File: src/rtl/vlog_street_sensor.sv
// Vehicle-presence front end for one street approach: synchronises and debounces the loop
// sensor, keeps the red-phase queue count and raises the controller's waiting request.
module vlog_street_sensor #(
  parameter int unsigned DEBOUNCE      = 3,
  parameter int unsigned DEPART_CYCLES = 2,
  parameter int unsigned STUCK_LIMIT   = 200
) (
  input  logic       clk_i,
  input  logic       rst_ni,
  input  logic       car_raw_i,
  input  logic       green_i,
  output logic       waiting_o,
  output logic       arrival_o,
  output logic [3:0] car_count_o,
  output logic       sensor_fault_o
);

  localparam logic [3:0] DebLim   = 4'(DEBOUNCE);
  localparam logic [3:0] DepLim   = 4'(DEPART_CYCLES);
  localparam logic [7:0] StuckLim = 8'(STUCK_LIMIT);

  typedef enum logic [3:0] {
    StIdle = 4'b0001,
    StArm  = 4'b0010,
    StPres = 4'b0100,
    StRel  = 4'b1000
  } deb_state_e;

  deb_state_e state_q, state_d;

  logic       sync1_q, s_q;
  logic [3:0] deb_cnt_q, deb_cnt_d, deb_cnt_inc;
  logic [3:0] dep_timer_q, dep_timer_d, dep_timer_inc;
  logic [7:0] stuck_q, stuck_d;
  logic [3:0] car_count_q, car_count_d;
  logic       fault_q, fault_d;
  logic       waiting_q, waiting_d;
  logic       arrival_q, arrival_d;
  logic       accept, depart, in_pres;

  // Two-flop synchroniser; s_q is the only consumer of the raw sensor.
  always_ff @(posedge clk_i or negedge rst_ni) begin
    if (!rst_ni) begin
      sync1_q <= 1'b0;
      s_q     <= 1'b0;
    end else begin
      sync1_q <= car_raw_i;
      s_q     <= sync1_q;
    end
  end

  // Debounce FSM: state register.
  always_ff @(posedge clk_i or negedge rst_ni) begin
    if (!rst_ni) begin
      state_q   <= StIdle;
      deb_cnt_q <= 4'd0;
    end else begin
      state_q   <= state_d;
      deb_cnt_q <= deb_cnt_d;
    end
  end

  assign deb_cnt_inc = deb_cnt_q + 4'd1;

  // Debounce FSM: next state. deb_cnt counts consecutive qualifying samples.
  always_comb begin
    state_d   = state_q;
    deb_cnt_d = deb_cnt_q;
    unique case (state_q)
      StIdle: begin
        if (s_q) begin
          state_d   = StArm;
          deb_cnt_d = 4'd1;
        end else begin
          deb_cnt_d = 4'd0;
        end
      end
      StArm: begin
        if (!s_q) begin
          state_d   = StIdle;
          deb_cnt_d = 4'd0;
        end else if (deb_cnt_inc == DebLim) begin
          state_d   = StPres;
          deb_cnt_d = 4'd0;
        end else begin
          deb_cnt_d = deb_cnt_inc;
        end
      end
      StPres: begin
        if (!s_q) begin
          state_d   = StRel;
          deb_cnt_d = 4'd1;
        end else begin
          deb_cnt_d = 4'd0;
        end
      end
      StRel: begin
        if (s_q) begin
          state_d   = StPres;
          deb_cnt_d = 4'd0;
        end else if (deb_cnt_inc == DebLim) begin
          state_d   = StIdle;
          deb_cnt_d = 4'd0;
        end else begin
          deb_cnt_d = deb_cnt_inc;
        end
      end
      default: begin
        state_d   = StIdle;
        deb_cnt_d = 4'd0;
      end
    endcase
  end

  // Debounce FSM: outputs. A vehicle is accepted only on the ARM -> PRES edge.
  always_comb begin
    accept    = (state_q == StArm) && s_q && (deb_cnt_inc == DebLim);
    arrival_d = accept;
    in_pres   = (state_q == StPres);
  end

  assign dep_timer_inc = dep_timer_q + 4'd1;

  // Departure timer only runs while green with a non-empty queue; anything else discards it.
  always_comb begin
    dep_timer_d = 4'd0;
    depart      = 1'b0;
    if (green_i && (car_count_q != 4'd0)) begin
      if (dep_timer_inc == DepLim) begin
        depart = 1'b1;
      end else begin
        dep_timer_d = dep_timer_inc;
      end
    end
  end

  always_comb begin
    car_count_d = car_count_q;
    if (accept && !depart) begin
      if (car_count_q != 4'd15) begin
        car_count_d = car_count_q + 4'd1;
      end
    end else if (depart && !accept) begin
      if (car_count_q != 4'd0) begin
        car_count_d = car_count_q - 4'd1;
      end
    end
  end

  // Stuck monitor: consecutive PRES cycles; the fault is sticky until reset.
  always_comb begin
    stuck_d = 8'd0;
    if (in_pres) begin
      stuck_d = (stuck_q == 8'hFF) ? stuck_q : stuck_q + 8'd1;
    end
    fault_d   = fault_q | (in_pres && (stuck_d == StuckLim));
    waiting_d = (car_count_d != 4'd0) | fault_d;
  end

  always_ff @(posedge clk_i or negedge rst_ni) begin
    if (!rst_ni) begin
      dep_timer_q <= 4'd0;
      car_count_q <= 4'd0;
      stuck_q     <= 8'd0;
      fault_q     <= 1'b0;
      waiting_q   <= 1'b0;
      arrival_q   <= 1'b0;
    end else begin
      dep_timer_q <= dep_timer_d;
      car_count_q <= car_count_d;
      stuck_q     <= stuck_d;
      fault_q     <= fault_d;
      waiting_q   <= waiting_d;
      arrival_q   <= arrival_d;
    end
  end

  assign waiting_o      = waiting_q;
  assign arrival_o      = arrival_q;
  assign car_count_o    = car_count_q;
  assign sensor_fault_o = fault_q;

endmodule

File: config.mk
export PLATFORM = sky130hd
export DESIGN_NAME = vlog_street_sensor
export DESIGN_NICKNAME = d
export VERILOG_FILES = /design/src/rtl/vlog_street_sensor.sv
export SDC_FILE = /design/constraint.sdc
export NUM_CORES = 1
export LEC_CHECK = 0
export ABC_AREA = 0
export CAP_MARGIN = 20
export CORE_UTILIZATION = 34
export DETAILED_ROUTE_END_ITERATION = 8
export GPL_TIMING_DRIVEN = 0
export SYNTH_ARGS = -nofsm -noshare
export SYNTH_HDL_FRONTEND = slang
export SYNTH_SLANG_ARGS = --single-unit
File: constraint.sdc
create_clock -name clk_i -period 3.35 [get_ports clk_i]
set_input_delay 0.67 -clock clk_i [delete_from_list [all_inputs] [get_ports clk_i]]
set_output_delay 0.67 -clock clk_i [all_outputs]
set_load 0.02 [all_outputs]
==> impl_metrics.py <==
metrics = {
    "clocking": {
        "cts_resized": 0,
        "htree_levels": 2,
        "hold_buffers": 0,
        "clock_sinks": 29,
        "cts_max_path_buffers": 2,
        "cts_root_buf": "clkbuf_8",
        "cts_tree": "yes",
        "clkTransAtPathRegs_ns": 0.07,
        "cts_buffers": 5,
        "post_cts_buffers": 0,
        "clk_latency_ns": 0.28,
    },
    "critical_path": {
        "r2r_slack_ns": 0.60,
        "crit_fanout": 7,
        "cp.required_ns": 3.50,
        "r2r_cells": 9,
        "path_class": "reg2reg",
        "cp-start-kind": "register",
        "worstSetupEndpoint": "waiting_o",
        "crit_start": "car_count_o[0]",
        "r2r_start": "car_count_o[0]",
        "end_kind": "register",
        "r2r_end": "waiting_o",
        "worstPathArrival_ns": 2.91,
    },
    "global_route": {
        "antenna_found_initial": 0,
        "grt_max_degree": 21,
        "grt_pass1_wl_um": 6490,
        "grt_pass1_vias": 1369,
        "grt_overflow": 0,
        "grtUsageTotal_pct": 15.3,
    },
    "synthesis": {
        "synth_edf_count": 0,
        "synth.yosys.seq_area_share_pct": 40.3,
        "yosysMostFrequentCell": "dfrtp_1",
        "syn_avg_cell_area_um2": 9.34,
        "async_flop_share_pct": 100,
        "synthTopCellsByCount": "28 x dfrtp_1, 14 x nor2_1, 9 x a21oi_1, 9 x nand2_1, 9 x nand3_1",
        "synth_top_area_cell": "dfrtp_1",
        "synth_fa_ha_area_share_pct": 4.86,
        "ys_types": 53,
        "syn_nets": 204,
        "synth_top_family_by_area": "simple AND/OR/NAND/NOR gates",
        "synthSimpleGateAreaFrac_pct": 29.2,
        "synthXorXnorAreaFrac_pct": 2.43,
        "synth-compound-area-share_pct": 17.6,
        "synth_seq_cells": 29,
        "synth_top_area_share_pct": 38.9,
        "synth_area_leaders": "dfrtp_1 39%, ha_1 4.9%, nor2_1 2.9%",
        "synthMuxAreaShare_pct": 1.67,
        "mappedNetlistArea_um2": 1800,
        "yosys_warnings": 0,
        "synthFlopType": "dfrtp_1",
        "syn_inst": 193,
    },
    "layout": {
        "fin_cells": 282,
        "area_delta_synth_final_pct": 16.7,
        "fillers": 504,
        "final_area_um2": 2100,
        "antenna_cells": 0,
        "final_nets": 222,
        "layout-drive-gt1-share_pct": 11.8,
    },
    "pwr": {
        "clkPwrFrac_pct": 27.6,
        "swShare_pct": 34.2,
        "ir_drop_uv": 222,
        "p_sw_w": 0.000346,
        "p_int_w": 0.000667,
        "power_density_nw_per_um2": 482,
        "leakagePower_nw": 0.859,
        "total_power_w": 0.00101,
        "comb_power_share_pct": 28.4,
        "seqPwrFrac_pct": 44.0,
    },
    "routing": {
        "wl_um": 3780,
        "wl_per_cell_um": 13.4,
        "first_pass_iters": 4,
        "drt-vias-per-instance": 5.49,
        "routed-via-count": 1548,
        "drtAntennaViolNets": 0,
        "drt_iter0_drc": 111,
        "drc": 0,
    },
    "die": {
        "start_util_pct": 35.3,
        "die_area_um2": 5590,
        "coreArea_um2": 5110,
        "fp.dieW_um": 74.8,
        "num_rows": 26,
        "io_pins": 11,
        "fp.dieH_um": 74.8,
    },
    "sta": {
        "worst_pin_slew_ns": 0.720,
        "rsz0062_at_grt": "false",
        "finClkSkew_ns": 0.00385,
        "setup_violations": 0,
        "hold_viol_final": 0,
        "period_needed_ns": 2.75,
        "finalSetupTns_ns": 0,
        "fmaxAchievable_ghz": 0.363,
        "slew_headroom_pct": 51.3,
        "finalCritPeriodShare_pct": 82.2,
        "slew_viol_final": 0,
    },
    "job": {
        "drv_cap": 0,
    },
    "hold_path": {
        "hp-class": "reg2reg",
        "hold_path_startpoint": "sync1_q",
    },
    "place": {
        "placed_cells": 274,
        "port_buffers": 10,
        "hpwl_um": 2780,
        "place.gp.congestion": 0.819,
        "placed_area_um2": 2020,
    },
    "status": {
        "status": "finished clean",
    },
}
sequential cells by signal, indices dropped and copies added (netlist names):
signal / flops
sensor_fault_o: 1
sync1_q: 1
deb_cnt_q: 4
car_count_o: 4
state_q: 4
dep_timer_q: 4
s_q: 1
waiting_o: 1
stuck_q: 8
arrival_o: 1
metrics by stage:
stage | hold WS [ns] | util [%] | setup WS (ns)
6_report | 0.349 | 41.2 | 0.595
5_1_grt | 0.365 | 41.2 | 0.469
4_1_cts | 0.351 | 41.2 | 0.600
3_5_place_dp | 0.337 | 39.5 | 0.544
3_3_place_gp | 0.335 | 39.0 | 0.539
2_1_floorplan | 0.331 | - | 0.722
kinds of logic (layout without fill, tap and decap cells):
family / after synthesis / count (layout)
AO/OA/AOI/OAI: 45 / 45
flip-flops: 29 / 29
buffers and inverters: 17 / 36
XOR/XNOR: 5 / 5
multiplexers: 3 / 3
AND/OR/NAND/NOR: 87 / 87
adder cells (fa/ha/maj): 7 / 7
per-layer routing:
metal | track usage, % | vias to the layer above | wire [um]
met4 | 6.50 | 0 | 78
li1 | - | 767 | -
met2 | 22.3 | 29 | 1660
met5 | 0 | - | 0
met3 | 4.15 | 7 | 133
met1 | 21.2 | 745 | 1910
placed cells by master, fill, tap and decap left out, drive strengths merged, types with 4 or more instances in the layout:
cell type	n
nor4b	5
nor3	8
inv	7
ha	7
a21oi	9
o21ai	9
nand4	4
clkbuf	12
nand3b	4
buf	4
dfrtp	28
nor2b	5
nor2	14
and3	4
clkdlybuf4s50	10
nand2	9
nand3	9
a211oi	5
layout make-up:
| class | instances | area, um^2 | share of cell area [%] |
|---|---|---|---|
| Buffer | 10 | 42.5 | 2.02 |
| Inverter | 7 | 26.3 | 1.25 |
| Clock inverter | 3 | 17.5 | 0.833 |
| Multi-Input combinational cell | 147 | 1010 | 47.8 |
| Tap cell | 70 | 87.6 | 4.16 |
| Timing Repair Buffer | 11 | 128 | 6.07 |
| Sequential cell | 29 | 727 | 34.6 |
| Clock buffer | 5 | 68.8 | 3.27 |
worst min path at each step:
stage                      to  cells after the start  slack, ns
after floorplan           s_q                      0       0.33
after global placement    s_q                      0       0.33
after detailed placement  s_q                      0       0.34
after CTS                 s_q                      0       0.35
after global routing      s_q                      0       0.37
final                     s_q                      0       0.35
worst max-delay path, stage by stage (launching register included):
cell	delay, ns
dfrtp_1	0.46
inv_1	0.11
ha_1	0.22
or3b_2	0.50
nand3_1	0.14
or2_2	0.11
buf_2	0.17
mux2i_1	0.09
a211o_1	0.34
or4b_1	0.50
power groups by stage:
stage               clock network [W]  logic (W)  registers [W]
floorplan                           0   0.000161       0.000468
global placement                    0   0.000281       0.000453
detailed placement                  0   0.000288       0.000452
CTS                          0.000293   0.000289       0.000446
global route                 0.000307   0.000325       0.000458
finish                       0.000280   0.000288       0.000446
Note: power is estimated with default switching activity, not from simulation.
